`src/rtl/psg_pkg.sv`:
```
// Shared types, volume table and helpers for the PSG channel mixer.
// Build option: PSG_CH_MUTE_EN adds a per-channel mute input.
package psg_pkg;

  typedef enum logic [2:0] {
    IDLE,
    CH_A,
    CH_B,
    CH_C,
    SUM
  } psg_state_e;

  localparam logic [1:0] CH_IDX_A = 2'd0;
  localparam logic [1:0] CH_IDX_B = 2'd1;
  localparam logic [1:0] CH_IDX_C = 2'd2;

  // 1.5 dB steps, 31 = full scale
  localparam logic [7:0] VOL_TBL [32] = '{
    8'd0,   8'd1,   8'd2,   8'd2,
    8'd2,   8'd3,   8'd3,   8'd4,
    8'd5,   8'd6,   8'd7,   8'd8,
    8'd10,  8'd11,  8'd14,  8'd16,
    8'd19,  8'd23,  8'd27,  8'd32,
    8'd38,  8'd45,  8'd54,  8'd64,
    8'd76,  8'd90,  8'd108, 8'd128,
    8'd152, 8'd181, 8'd215, 8'd255
  };

  function automatic logic [4:0] level_idx(
    input logic [4:0] amp,
    input logic [4:0] env
  );
    logic [4:0] idx;
    if (amp[4]) begin
      idx = env;
    end else if (amp[3:0] == 4'd0) begin
      idx = 5'd0;
    end else begin
      idx = {amp[3:0], 1'b1};
    end
    return idx;
  endfunction

endpackage

```
`src/rtl/psg_vol_lut.sv`:
```
// Gated logarithmic volume lookup, shared by all three channels.
module psg_vol_lut
  import psg_pkg::*;
(
  input  logic [4:0] idx_i,
  input  logic       gate_i,
  output logic [7:0] vol_o
);

  assign vol_o = gate_i ? VOL_TBL[idx_i] : 8'd0;

endmodule

```
`src/rtl/psg_chan_mixer.sv`:
```
// YM2149 channel mixer: tone/noise gating, amplitude select, volume sum.
// Build option: PSG_CH_MUTE_EN adds the 3-bit mute input.
module psg_chan_mixer
  import psg_pkg::*;
#(
  parameter int OUT_W = 10
) (
  input  logic             clk,
  input  logic             rst_n,
  input  logic             cen,
  input  logic [2:0]       tone,
  input  logic             noise,
  input  logic [5:0]       mix_ctrl,
  input  logic [4:0]       amp_a,
  input  logic [4:0]       amp_b,
  input  logic [4:0]       amp_c,
  input  logic [4:0]       env,
`ifdef PSG_CH_MUTE_EN
  input  logic [2:0]       mute,
`endif
  output logic [7:0]       snd_a,
  output logic [7:0]       snd_b,
  output logic [7:0]       snd_c,
  output logic [OUT_W-1:0] sound,
  output logic             sample_valid,
  output logic             busy
);

  psg_state_e state_q;

  logic [2:0] tone_q;
  logic       noise_q;
  logic [5:0] mix_q;
  logic [4:0] amp_q [3];
  logic [4:0] env_q;
  logic [7:0] vol_q [3];
`ifdef PSG_CH_MUTE_EN
  logic [2:0] mute_q;
`endif

  logic [1:0] ch;
  logic       gate;
  logic       gate_eff;
  logic [4:0] idx;
  logic [7:0] lut_vol;
  logic [OUT_W-1:0] sum_d;

  always_comb begin
    ch = CH_IDX_A;
    unique case (1'b1)
      state_q == CH_B: ch = CH_IDX_B;
      state_q == CH_C: ch = CH_IDX_C;
      default:         ch = CH_IDX_A;
    endcase
  end

  // A disable bit forces its path open, so 6'h3F yields a plain DAC level
  assign gate = (tone_q[ch] | mix_q[ch])
              & (noise_q | mix_q[3'(ch) + 3'd3]);

`ifdef PSG_CH_MUTE_EN
  assign gate_eff = gate & ~mute_q[ch];
`else
  assign gate_eff = gate;
`endif

  assign idx = level_idx(amp_q[ch], env_q);

  psg_vol_lut u_lut (
    .idx_i  (idx),
    .gate_i (gate_eff),
    .vol_o  (lut_vol)
  );

  assign sum_d = OUT_W'(vol_q[0])
               + OUT_W'(vol_q[1])
               + OUT_W'(vol_q[2]);

  assign busy = (state_q != IDLE);

  always_ff @(posedge clk or negedge rst_n) begin
    if (!rst_n) begin
      state_q      <= IDLE;
      tone_q       <= '0;
      noise_q      <= 1'b0;
      mix_q        <= '0;
      amp_q        <= '{default: '0};
      env_q        <= '0;
      vol_q        <= '{default: '0};
`ifdef PSG_CH_MUTE_EN
      mute_q       <= '0;
`endif
      snd_a        <= '0;
      snd_b        <= '0;
      snd_c        <= '0;
      sound        <= '0;
      sample_valid <= 1'b0;
    end else begin
      sample_valid <= 1'b0;
      unique case (state_q)
        IDLE: begin
          if (cen) begin
            tone_q   <= tone;
            noise_q  <= noise;
            mix_q    <= mix_ctrl;
            amp_q[0] <= amp_a;
            amp_q[1] <= amp_b;
            amp_q[2] <= amp_c;
            env_q    <= env;
`ifdef PSG_CH_MUTE_EN
            mute_q   <= mute;
`endif
            state_q  <= CH_A;
          end
        end
        CH_A: begin
          vol_q[0] <= lut_vol;
          state_q  <= CH_B;
        end
        CH_B: begin
          vol_q[1] <= lut_vol;
          state_q  <= CH_C;
        end
        CH_C: begin
          vol_q[2] <= lut_vol;
          state_q  <= SUM;
        end
        SUM: begin
          snd_a        <= vol_q[0];
          snd_b        <= vol_q[1];
          snd_c        <= vol_q[2];
          sound        <= sum_d;
          sample_valid <= 1'b1;
          state_q      <= IDLE;
        end
        default: state_q <= IDLE;
      endcase
    end
  end

endmodule

```
`config.mk`:
```
export PLATFORM = sky130hd
export DESIGN_NAME = psg_chan_mixer
export DESIGN_NICKNAME = d
export VERILOG_FILES = /design/src/rtl/psg_pkg.sv /design/src/rtl/psg_vol_lut.sv /design/src/rtl/psg_chan_mixer.sv
export SDC_FILE = /design/constraint.sdc
export NUM_CORES = 1
export LEC_CHECK = 0
export CAP_MARGIN = 20
export CORE_MARGIN = 8
export CORE_UTILIZATION = 26
export CTS_CLUSTER_SIZE = 28
export DETAILED_ROUTE_END_ITERATION = 8
export HOLD_SLACK_MARGIN = 0.15
export PLACE_DENSITY = 0.48
export SLEW_MARGIN = 0
export SYNTH_ARGS = -nofsm -noshare
export SYNTH_HDL_FRONTEND = slang
export SYNTH_SLANG_ARGS = --single-unit
export TNS_END_PERCENT = 100
```
`constraint.sdc`:
```
create_clock -name clk -period 10.5 [get_ports clk]
set_clock_uncertainty 0.2 [all_clocks]
set_input_delay 1.05 -clock clk [delete_from_list [all_inputs] [get_ports clk]]
set_output_delay 1.05 -clock clk [all_outputs]
set_load 0.05 [all_outputs]
```
==> impl_metrics.tcl, run 1 <==
set metrics [dict create \
    dp_hpwl_um 8180 \
    leakagePower_nw 2.55 \
    die_area_um2 22100 \
    hold_path.class "register to register" \
    diodes 0 \
    cts_root_buffer "clkbuf_16" \
    hp-start "snd_b[4]" \
    fin_crit_sh 0.432 \
    vias 3340 \
    drc 0 \
    placed_cells 718 \
    grt_pass1_vias 3426 \
    slew_headroom 0.410 \
    h-tree-depth 3 \
    track_usage 0.102 \
    fin_util 0.335 \
    async_flop_share 1.00 \
    crit_chain "nand3b_1 > ha_1 > nand2_1 > a21oi_2 > or3_1 > o211ai_1 > inv_1 > ha_1 > nor4_1 > a211oi_1 > o21ai_1 > a21o_1 > o21ai_2" \
    crit_top_cell "ha_1" \
    whs_path_depth 2 \
    core_area_um2 17200 \
    ys_types 57 \
    setup_tns_ns 0 \
    fin_nets 559 \
    ant_nets 0 \
    r2r-end "vol_q[3]" \
    criticalPathCategory "register to register" \
    ys_seq_elements 92 \
    chipHeight_um 149 \
    worst_slew_pin_slew_ns 0.885 \
    path_clk_slew_ns 0.06 \
    syn_area_um2 4580 \
    end_kind "register" \
    drv_cap 0 \
    synth_edf_count 0 \
    rrSetupSlack_ns 5.97 \
    synthCells 443 \
    slew_violations 0 \
    fin_cells 733 \
    hold_ws_ns 0.275 \
    fin_ws_ns 5.97 \
    min_to "snd_b[4]" \
    hold_viol 0 \
    cts_buffer_depth 2 \
    portBuffers 68 \
    routed_via_density 4.56 \
    max-vdd-ir-drop_uv 141 \
    die_x_um 149 \
    crit_slowest_cell "nand3b_1" \
    clock_latency_ns 0.35 \
    syn_area_per_cell_um2 10.3 \
    drt_first_iter_violations 186 \
    cts_sinks 92 \
    antenna_found_initial 0 \
    status "finished clean" \
    setup_violations 0 \
    power.density_nw_per_um2 351 \
    critPathMaxStageDelay_ns 0.67 \
    dr.pass1.iters 4 \
    grt_pass1_wl_um 17900 \
    timing.rr.start "state_q[2]" \
    postCtsSetupBuffers 0 \
    hold_buffers 0 \
    cts_buffers 9 \
    post_cts_resized 0 \
    cts_tree "yes" \
    syn_nets 498 \
    ys_seq_area_frac 0.503 \
    grt_max_degree 70 \
    totalWireLength_um 10700 \
    post_drt_wl_per_cell_um 14.6 \
    fp-row-count 48 \
    initial_core_util 0.266 \
    io_pins 69 \
    area_growth_pct 26.1 \
    grt_overflow 0 \
    max_freq_mhz 221 \
    startpoint_type "register" \
    place_ws_ns 6.00 \
    gp_congestion 0.862 \
    ys.flop_type "dfrtp_1" \
    cp.required_ns 10.50 \
    rsz0062_at_grt "false" \
    layout_min_cycle_time_ns 4.53 \
    cp_max_fo 21 \
    layout-drive-gt1-share 0.128 \
    crit_arrival_ns 4.54 \
    yosys_warnings 0 \
    reg2reg_depth 13 \
]
==> layout by cell type, fill, tap and decap left out, types with 2 or more instances in the layout <==
master | synthesis | final
or3_1 | 6 | 6
dfrtp_1 | 92 | 92
o211ai_1 | 2 | 2
nor3_1 | 8 | 8
o21bai_1 | 3 | 3
o21ai_1 | 7 | 7
mux2_2 | 31 | 31
o21ai_2 | 3 | 3
clkbuf_16 | 0 | 9
nand3b_1 | 2 | 2
clkdlybuf4s50_1 | 0 | 67
xnor2_1 | 6 | 6
clkinvlp_4 | 0 | 3
buf_4 | 2 | 4
nand2b_1 | 2 | 2
inv_1 | 13 | 13
a32o_1 | 3 | 3
xor2_1 | 2 | 2
o21ai_0 | 36 | 36
a211oi_1 | 2 | 2
mux2i_1 | 5 | 5
inv_6 | 1 | 2
fa_1 | 9 | 9
a21oi_1 | 15 | 15
nor2_1 | 16 | 15
ha_1 | 13 | 13
nand2_1 | 110 | 110
nand3_1 | 3 | 3
a21o_1 | 4 | 4
==> state kept, by name, indices dropped and copies added (netlist names) <==
signal and cells:
snd_b 8, noise_q 1, sample_valid 1, state_q 3, sound 10, snd_a 8
vol_q 24, tone_q 3, snd_c 8, amp_q 15, mix_q 6, env_q 5
==> layout make-up <==
class	count	area (um2)
multi-input cells	316	2130
clock buffers	10	239
fillers	1751	11500
clock inverters	5	61.3
inverters	14	57.6
repair buffers	71	701
flip-flops and latches	92	2300
well taps	225	282
==> worst max-delay path by stage <==
stage / startpoint / end / cells after the start
2_1_floorplan: state_q[1] / vol_q[19] / 19
3_3_place_gp: state_q[2] / vol_q[3] / 13
3_5_place_dp: state_q[2] / vol_q[3] / 13
4_1_cts: state_q[2] / vol_q[3] / 13
5_1_grt: state_q[2] / vol_q[3] / 13
6_report: state_q[2] / vol_q[3] / 13
==> stage by stage <==
step                instance area (um2)  power, W
floorplan                          4580   0.00143
global placement                   5470   0.00171
detailed placement                 5470   0.00172
CTS                                5770   0.00206
global route                       5770   0.00219
finish                             5770   0.00203
==> worst max-delay path: cells and delay by family, from the launching register on <==
| family | cells | cell delay [ns] |
|---|---|---|
| DFF | 1 | 0.44 |
| and+or+nand+nor | 4 | 1.70 |
| adders and majority gates | 2 | 0.87 |
| buffers and inverters | 1 | 0.15 |
| AOI/OAI and AO/OA | 6 | 1.02 |
==> where the power goes <==
part | total [W] | leakage [nW] | internal [W] | switching [W]
registers | 0.000605 | 1.18 | 0.000493 | 0.000112
logic | 0.00110 | 1.23 | 0.000435 | 0.000663
clock network | 0.000325 | 0.137 | 0.000190 | 0.000134
total | 0.00203 | 2.55 | 0.00112 | 0.000910
==> layer usage <==
| metal | track usage | routed length [um] | part of all wire | vias up |
|---|---|---|---|---|
| met3 | 0.0389 | 723 | 0.068 | 10 |
| met4 | 0.0260 | 102 | 0.0095 | 0 |
| met5 | 0 | 0 | 0 | - |
| met1 | 0.131 | 4950 | 0.46 | 1604 |
| met2 | 0.156 | 4920 | 0.46 | 91 |
| li1 | - | - | - | 1635 |
==> cells by family (layout without fill, tap and decap cells) <==
logic type               Yosys count  in the layout  synth area share
AND/OR/NAND/NOR                  160            160             0.160
flip-flops                        92             92             0.503
AO/OA/AOI/OAI                     89             89             0.122
multiplexers                      37             37            0.0929
buffers and inverters             35            100            0.0322
adder cells (fa/ha/maj)           22             22            0.0749
XOR/XNOR                           8              8            0.0153
==> Yosys cell counts (2+ instances only) <==
| cell | number | area [um2] |
|---|---|---|
| inv_1 | 13 | 48.8 |
| buf_4 | 2 | 15.0 |
| nand2b_1 | 2 | 12.5 |
| nor3_1 | 8 | 40.0 |
| xor2_1 | 2 | 17.5 |
| buf_2 | 3 | 15.0 |
| nand3_1 | 3 | 15.0 |
| or3_1 | 6 | 37.5 |
| dfrtp_1 | 92 | 2300 |
| a21oi_1 | 15 | 75.1 |
| o21bai_1 | 3 | 22.5 |
| o21ai_1 | 7 | 35.0 |
| o211ai_1 | 2 | 15.0 |
| xnor2_1 | 6 | 52.6 |
| nor2_1 | 16 | 60.1 |
| mux2i_1 | 5 | 50.1 |
| a32o_1 | 3 | 30.0 |
| a211oi_1 | 2 | 15.0 |
| a21o_1 | 4 | 30.0 |
| nand3b_1 | 2 | 15.0 |
| nand2_1 | 110 | 413 |
| clkbuf_1 | 15 | 56.3 |
| o21ai_0 | 36 | 180 |
| mux2_2 | 31 | 349 |
| fa_1 | 9 | 180 |
| ha_1 | 13 | 163 |
| o21ai_2 | 3 | 26.3 |
Power figures use the tool's default switching activity.
==> run 2: changes to the inputs <==
--- a/config.mk
+++ b/config.mk
@@ -11,7 +11,7 @@
 export CTS_CLUSTER_SIZE = 28
 export DETAILED_ROUTE_END_ITERATION = 8
 export HOLD_SLACK_MARGIN = 0.15
-export PLACE_DENSITY = 0.48
+export PLACE_DENSITY = 0.5
 export SLEW_MARGIN = 0
 export SYNTH_ARGS = -nofsm -noshare
 export SYNTH_HDL_FRONTEND = slang
==> constraint.sdc (replaced) <==
create_clock -name clk -period 4 [get_ports clk]
set_clock_uncertainty 0.2 [all_clocks]
set_input_delay 0.4 -clock clk [delete_from_list [all_inputs] [get_ports clk]]
set_output_delay 0.4 -clock clk [all_outputs]
set_load 0.05 [all_outputs]
==> run 2 against run 1 <==
Sequential share of layout area is 0.43 points lower; worst hold slack got worse by 0.0013 ns; critical path depth increased by 3; critical path type unchanged; largest power group unchanged; highest routed layer unchanged.
==> impl_metrics.tcl, run 2 (synthesized netlist as in run 1, its figures left out) <==
set metrics [dict create \
    fp-row-count 48 \
    power.density_nw_per_um2 928 \
    die_area_um2 22100 \
    core_area_um2 17200 \
    startpoint_type "register" \
    max_freq_mhz 267 \
    io_pins 69 \
    fin_cells 740 \
    layout_commonest_cell "nand2_1" \
    track_usage 0.103 \
    dpl_cell_area_um2 5510 \
    cts_buffer_depth 2 \
    fin_area_um2 5840 \
    path_clk_slew_ns 0.06 \
    reg_top3 "vol_q: 24 flops, amp_q: 15 flops, sound: 10 flops" \
    grt_overflow 0 \
    largest_reg_flops 24 \
    post_drt_wl_per_cell_um 14.5 \
    rsz0062_at_grt "false" \
    timing.rr.start "state_q[0]" \
    crit_arrival_ns 3.82 \
    reg2reg_depth 16 \
    portBuffers 68 \
    ant_nets 0 \
    setup_violations 0 \
    drc 0 \
    leakagePower_nw 2.58 \
    grt_max_degree 74 \
    gp_congestion 0.816 \
    area_growth_pct 27.5 \
    fin_crit_sh 0.937 \
    cts_tree "yes" \
    drt_first_iter_violations 156 \
    layout_min_cycle_time_ns 3.75 \
    hp-start "snd_c[7]" \
    top_register "vol_q" \
    cts_root_buffer "clkbuf_16" \
    antenna_found_initial 0 \
    placed_cells 721 \
    diodes 0 \
    cp_max_fo 8 \
    setup_tns_ns 0 \
    total_power_w 0.00542 \
    dr.pass1.iters 4 \
    hold_viol 0 \
    routed_via_density 4.52 \
    slew_headroom 0.385 \
    final_cell_mix "nand2_1, dfrtp_1, clkdlybuf4s50_1" \
    cp.required_ns 4.07 \
    status "finished clean" \
    die_x_um 149 \
    worst_slew_pin_slew_ns 0.923 \
    cts_buffers 9 \
    h-tree-depth 3 \
    cts_sinks 92 \
    grt_pass1_vias 3526 \
    grt_pass1_wl_um 18100 \
    r2r-end "vol_q[19]" \
    place_ws_ns 0.0507 \
    layout-drive-gt1-share 0.148 \
    totalWireLength_um 10700 \
    initial_core_util 0.266 \
    drv_cap 0 \
    hold_path.class "register to register" \
    end_kind "register" \
    max-vdd-ir-drop_uv 397 \
    slew_violations 0 \
    fin_ws_ns 0.251 \
    whs_path_depth 2 \
    criticalPathCategory "register to register" \
    chipHeight_um 149 \
    clock_latency_ns 0.35 \
    min_to "snd_c[7]" \
    dp_hpwl_um 8100 \
    vias 3347 \
    fin_nets 566 \
    fillers 1724 \
    rrSetupSlack_ns 0.25 \
]
run 2: worst max path at each step:
| stage | start | endpoint | slack (ns) | depth (start not counted) |
|---|---|---|---|---|
| after floorplan | state_q[2] | vol_q[19] | 0.008 | 17 |
| after global placement | state_q[2] | vol_q[19] | 0.24 | 13 |
| after detailed placement | state_q[2] | vol_q[19] | 0.05 | 14 |
| after CTS | state_q[2] | vol_q[19] | 0.04 | 14 |
| after global routing | state_q[1] | vol_q[11] | 0.03 | 15 |
| final | state_q[0] | vol_q[19] | 0.25 | 16 |
run 2: power breakdown:
part           internal (W)  total, W  switching [W]
clock network      0.000484  0.000838       0.000355
registers           0.00130   0.00158       0.000288
logic               0.00121   0.00300        0.00179
total               0.00299   0.00542        0.00243
run 2: layer usage:
layer / GRT usage / vias to the layer above / share of wire
met5: 0 / - / 0
met4: 0.0439 / 0 / 0.022
met3: 0.0362 / 17 / 0.063
met2: 0.160 / 74 / 0.45
met1: 0.127 / 1592 / 0.47
li1: - / 1664 / -
run 2: worst max-delay path, cell delays in order, from the launching register on:
cell and delay (ns):
dfrtp_2 0.45, nor3b_4 0.34, inv_6 0.04, ha_2 0.25, nand2_2 0.10, a21oi_1 0.07
a21oi_1 0.19, a2bb2oi_1 0.22, a21oi_1 0.10, or2_2 0.33, inv_1 0.12, ha_2 0.23
or4b_1 0.47, a21oi_1 0.15, o21ai_1 0.08, a21o_1 0.22, o21ai_2 0.11
run 2: layout make-up:
| type | count | area, um2 | share of cell area |
|---|---|---|---|
| clock buffer | 10 | 229 | 0.0392 |
| clock inverter | 5 | 62.6 | 0.0107 |
| inverter | 14 | 57.6 | 0.00986 |
| multi-input combinational | 316 | 2150 | 0.368 |
| sequential | 92 | 2300 | 0.394 |
| tap | 225 | 282 | 0.0482 |
| timing repair buffer | 78 | 756 | 0.129 |
run 2: per-stage QoR:
step,hold WS (ns),util
2_1_floorplan,-0.0956,-
3_3_place_gp,0.264,0.320
3_5_place_dp,0.265,0.320
4_1_cts,0.281,0.337
5_1_grt,0.296,0.339
6_report,0.274,0.339
run 2: what timing repair did:
action	4_1_cts	5_1_grt
endpoints found under the setup margin	0	15
buffers inserted	0	3
hold endpoints to repair	72	0
hold buffers	1	0
gates resized for setup	0	1
==> run 3: changes to the inputs <==
--- a/config.mk
+++ b/config.mk
@@ -10,9 +10,10 @@
 export CORE_UTILIZATION = 26
 export CTS_CLUSTER_SIZE = 28
 export DETAILED_ROUTE_END_ITERATION = 8
-export HOLD_SLACK_MARGIN = 0.15
-export PLACE_DENSITY = 0.5
-export SLEW_MARGIN = 0
+export DONT_BUFFER_PORTS = 1
+export HOLD_SLACK_MARGIN = 0.08
+export PLACE_DENSITY = 0.45
+export SLEW_MARGIN = 20
 export SYNTH_ARGS = -nofsm -noshare
 export SYNTH_HDL_FRONTEND = slang
 export SYNTH_SLANG_ARGS = --single-unit
==> run 3 against run 2 <==
Clock power grew 6.4%; combinational power fell by 21%; global-route usage rose by 0.13 points; core utilization shrank 1.8 points; critical path depth unchanged; highest routed layer unchanged; critical endpoint unchanged; final cell count down 4.7%.
==> impl_metrics.tcl, run 3 (synthesized netlist as in run 1, its figures left out) <==
set metrics [dict create \
    status "finished clean" \
    routed_via_density 4.60 \
    portBuffers 0 \
    area_growth_pct 20.7 \
    ant_nets 0 \
    slew_violations 0 \
    grt_overflow 0 \
    max_freq_mhz 268 \
    cp_max_fo 8 \
    vias 3241 \
    layout_commonest_cell "nand2_1" \
    drv_cap 0 \
    fin_crit_sh 0.933 \
    path_clk_slew_ns 0.07 \
    reg_top3 "vol_q: 24 flops, amp_q: 15 flops, sound: 10 flops" \
    fp-row-count 48 \
    dp_hpwl_um 8120 \
    criticalPathCategory "register to register" \
    dr.pass1.iters 4 \
    max-vdd-ir-drop_uv 430 \
    totalWireLength_um 10800 \
    worst_slew_pin_slew_ns 0.708 \
    grt_pass1_wl_um 18100 \
    power.density_nw_per_um2 955 \
    chipHeight_um 149 \
    initial_core_util 0.266 \
    cp.required_ns 4.07 \
    gp_congestion 0.792 \
    layout-drive-gt1-share 0.165 \
    die_x_um 149 \
    h-tree-depth 3 \
    diodes 0 \
    startpoint_type "register" \
    cts_sinks 92 \
    hold_viol 0 \
    rsz0062_at_grt "false" \
    track_usage 0.104 \
    grt_pass1_vias 3407 \
    crit_arrival_ns 3.81 \
    total_power_w 0.00528 \
    clock_latency_ns 0.35 \
    antenna_found_initial 0 \
    hold_ws_ns 0.310 \
    setup_violations 0 \
    post_drt_wl_per_cell_um 15.3 \
    slew_headroom 0.527 \
    io_pins 69 \
    cts_buffers 9 \
    drc 0 \
    drt_first_iter_violations 107 \
    final_cell_mix "nand2_1, dfrtp_1, o21ai_0" \
    layout_min_cycle_time_ns 3.73 \
    grt_max_degree 93 \
    top_register "vol_q" \
    die_area_um2 22100 \
    cts_tree "yes" \
    cts_root_buffer "clkbuf_16" \
    leakagePower_nw 2.49 \
    setup_tns_ns 0 \
    core_area_um2 17200 \
    largest_reg_flops 24 \
    end_kind "register" \
    cts_buffer_depth 2 \
    hold_path.class "register to register" \
    fin_nets 530 \
]
[run 3: changes by cell type in the layout (fill, tap and decap cells not counted), moves of 2 or more]
cell and delta:
inv_6 +2, clkdlybuf4s50_1 -67, dlygate4sd3_1 +31, inv_8 +2
[run 3: path summary, 6_finish.rpt]
check	from	end	slack, ns	depth (start not counted)
max	state_q[0]	vol_q[19]	0.27	16
min	vol_q[16]	vol_q[16]	0.31	1
max reg2reg	state_q[0]	vol_q[19]	0.27	16
min reg2reg	vol_q[16]	vol_q[16]	0.31	1
max in group asynchronous	rst_n	state_q[0]	2.78	2
min in group asynchronous	rst_n	sound[4]	0.42	2
[run 3: critical path: stages (launching register included)]
cell and delay [ns]:
dfrtp_2 0.45, nor3b_4 0.33, inv_6 0.04, ha_2 0.24, nand2_2 0.10, a21oi_1 0.07
a21oi_1 0.20, a2bb2oi_1 0.22, a21oi_1 0.10, or2_2 0.33, inv_1 0.11, ha_2 0.22
or4b_1 0.47, a21oi_1 0.14, o21ai_1 0.08, a21o_1 0.23, o21ai_2 0.12
[run 3: routing by layer]
layer  vias to the layer above  part of all wire  GRT usage
met5                         -                 0          0
met4                         0             0.016     0.0413
met3                        12             0.068     0.0331
met2                        88              0.45      0.161
met1                      1560              0.47      0.133
li1                       1581                 -          -
[run 3: area by class of cell]
cell class / instances / area (um2)
Clock buffer: 9 / 225
Clock inverter: 7 / 86.3
Fill cell: 1743 / 11700
Inverter: 14 / 57.6
Multi-Input combinational cell: 316 / 2150
Sequential cell: 92 / 2300
Tap cell: 225 / 282
Timing Repair Buffer: 42 / 415
[run 3: through the flow]
stage / instance area [um2] / utilization / instances / setup slack (ns)
2_1_floorplan: 4610 / - / 443 / 0.00819
3_3_place_gp: 4820 / 0.280 / 651 / 0.211
3_5_place_dp: 4820 / 0.280 / 651 / -0.0125
4_1_cts: 5490 / 0.319 / 702 / 0.0485
5_1_grt: 5520 / 0.320 / 705 / 0.0220
6_report: 5520 / 0.320 / 705 / 0.267
[run 3: timing repair]
item | 4_1_cts | 5_1_grt
gates resized for setup | 0 | 2
hold buffers | 33 | 0
setup buffers | 2 | 3
pin swaps | 1 | 1
cloned | 0 | 0
setup endpoints to repair | 3 | 12
hold endpoints to repair | 123 | 0
[run 3: where the power goes]
part | internal, W | switching, W | leakage, nW
Clock | 0.000500 | 0.000393 | 0.151
Sequential | 0.00129 | 0.000728 | 1.18
Combinational | 0.00103 | 0.00134 | 1.15
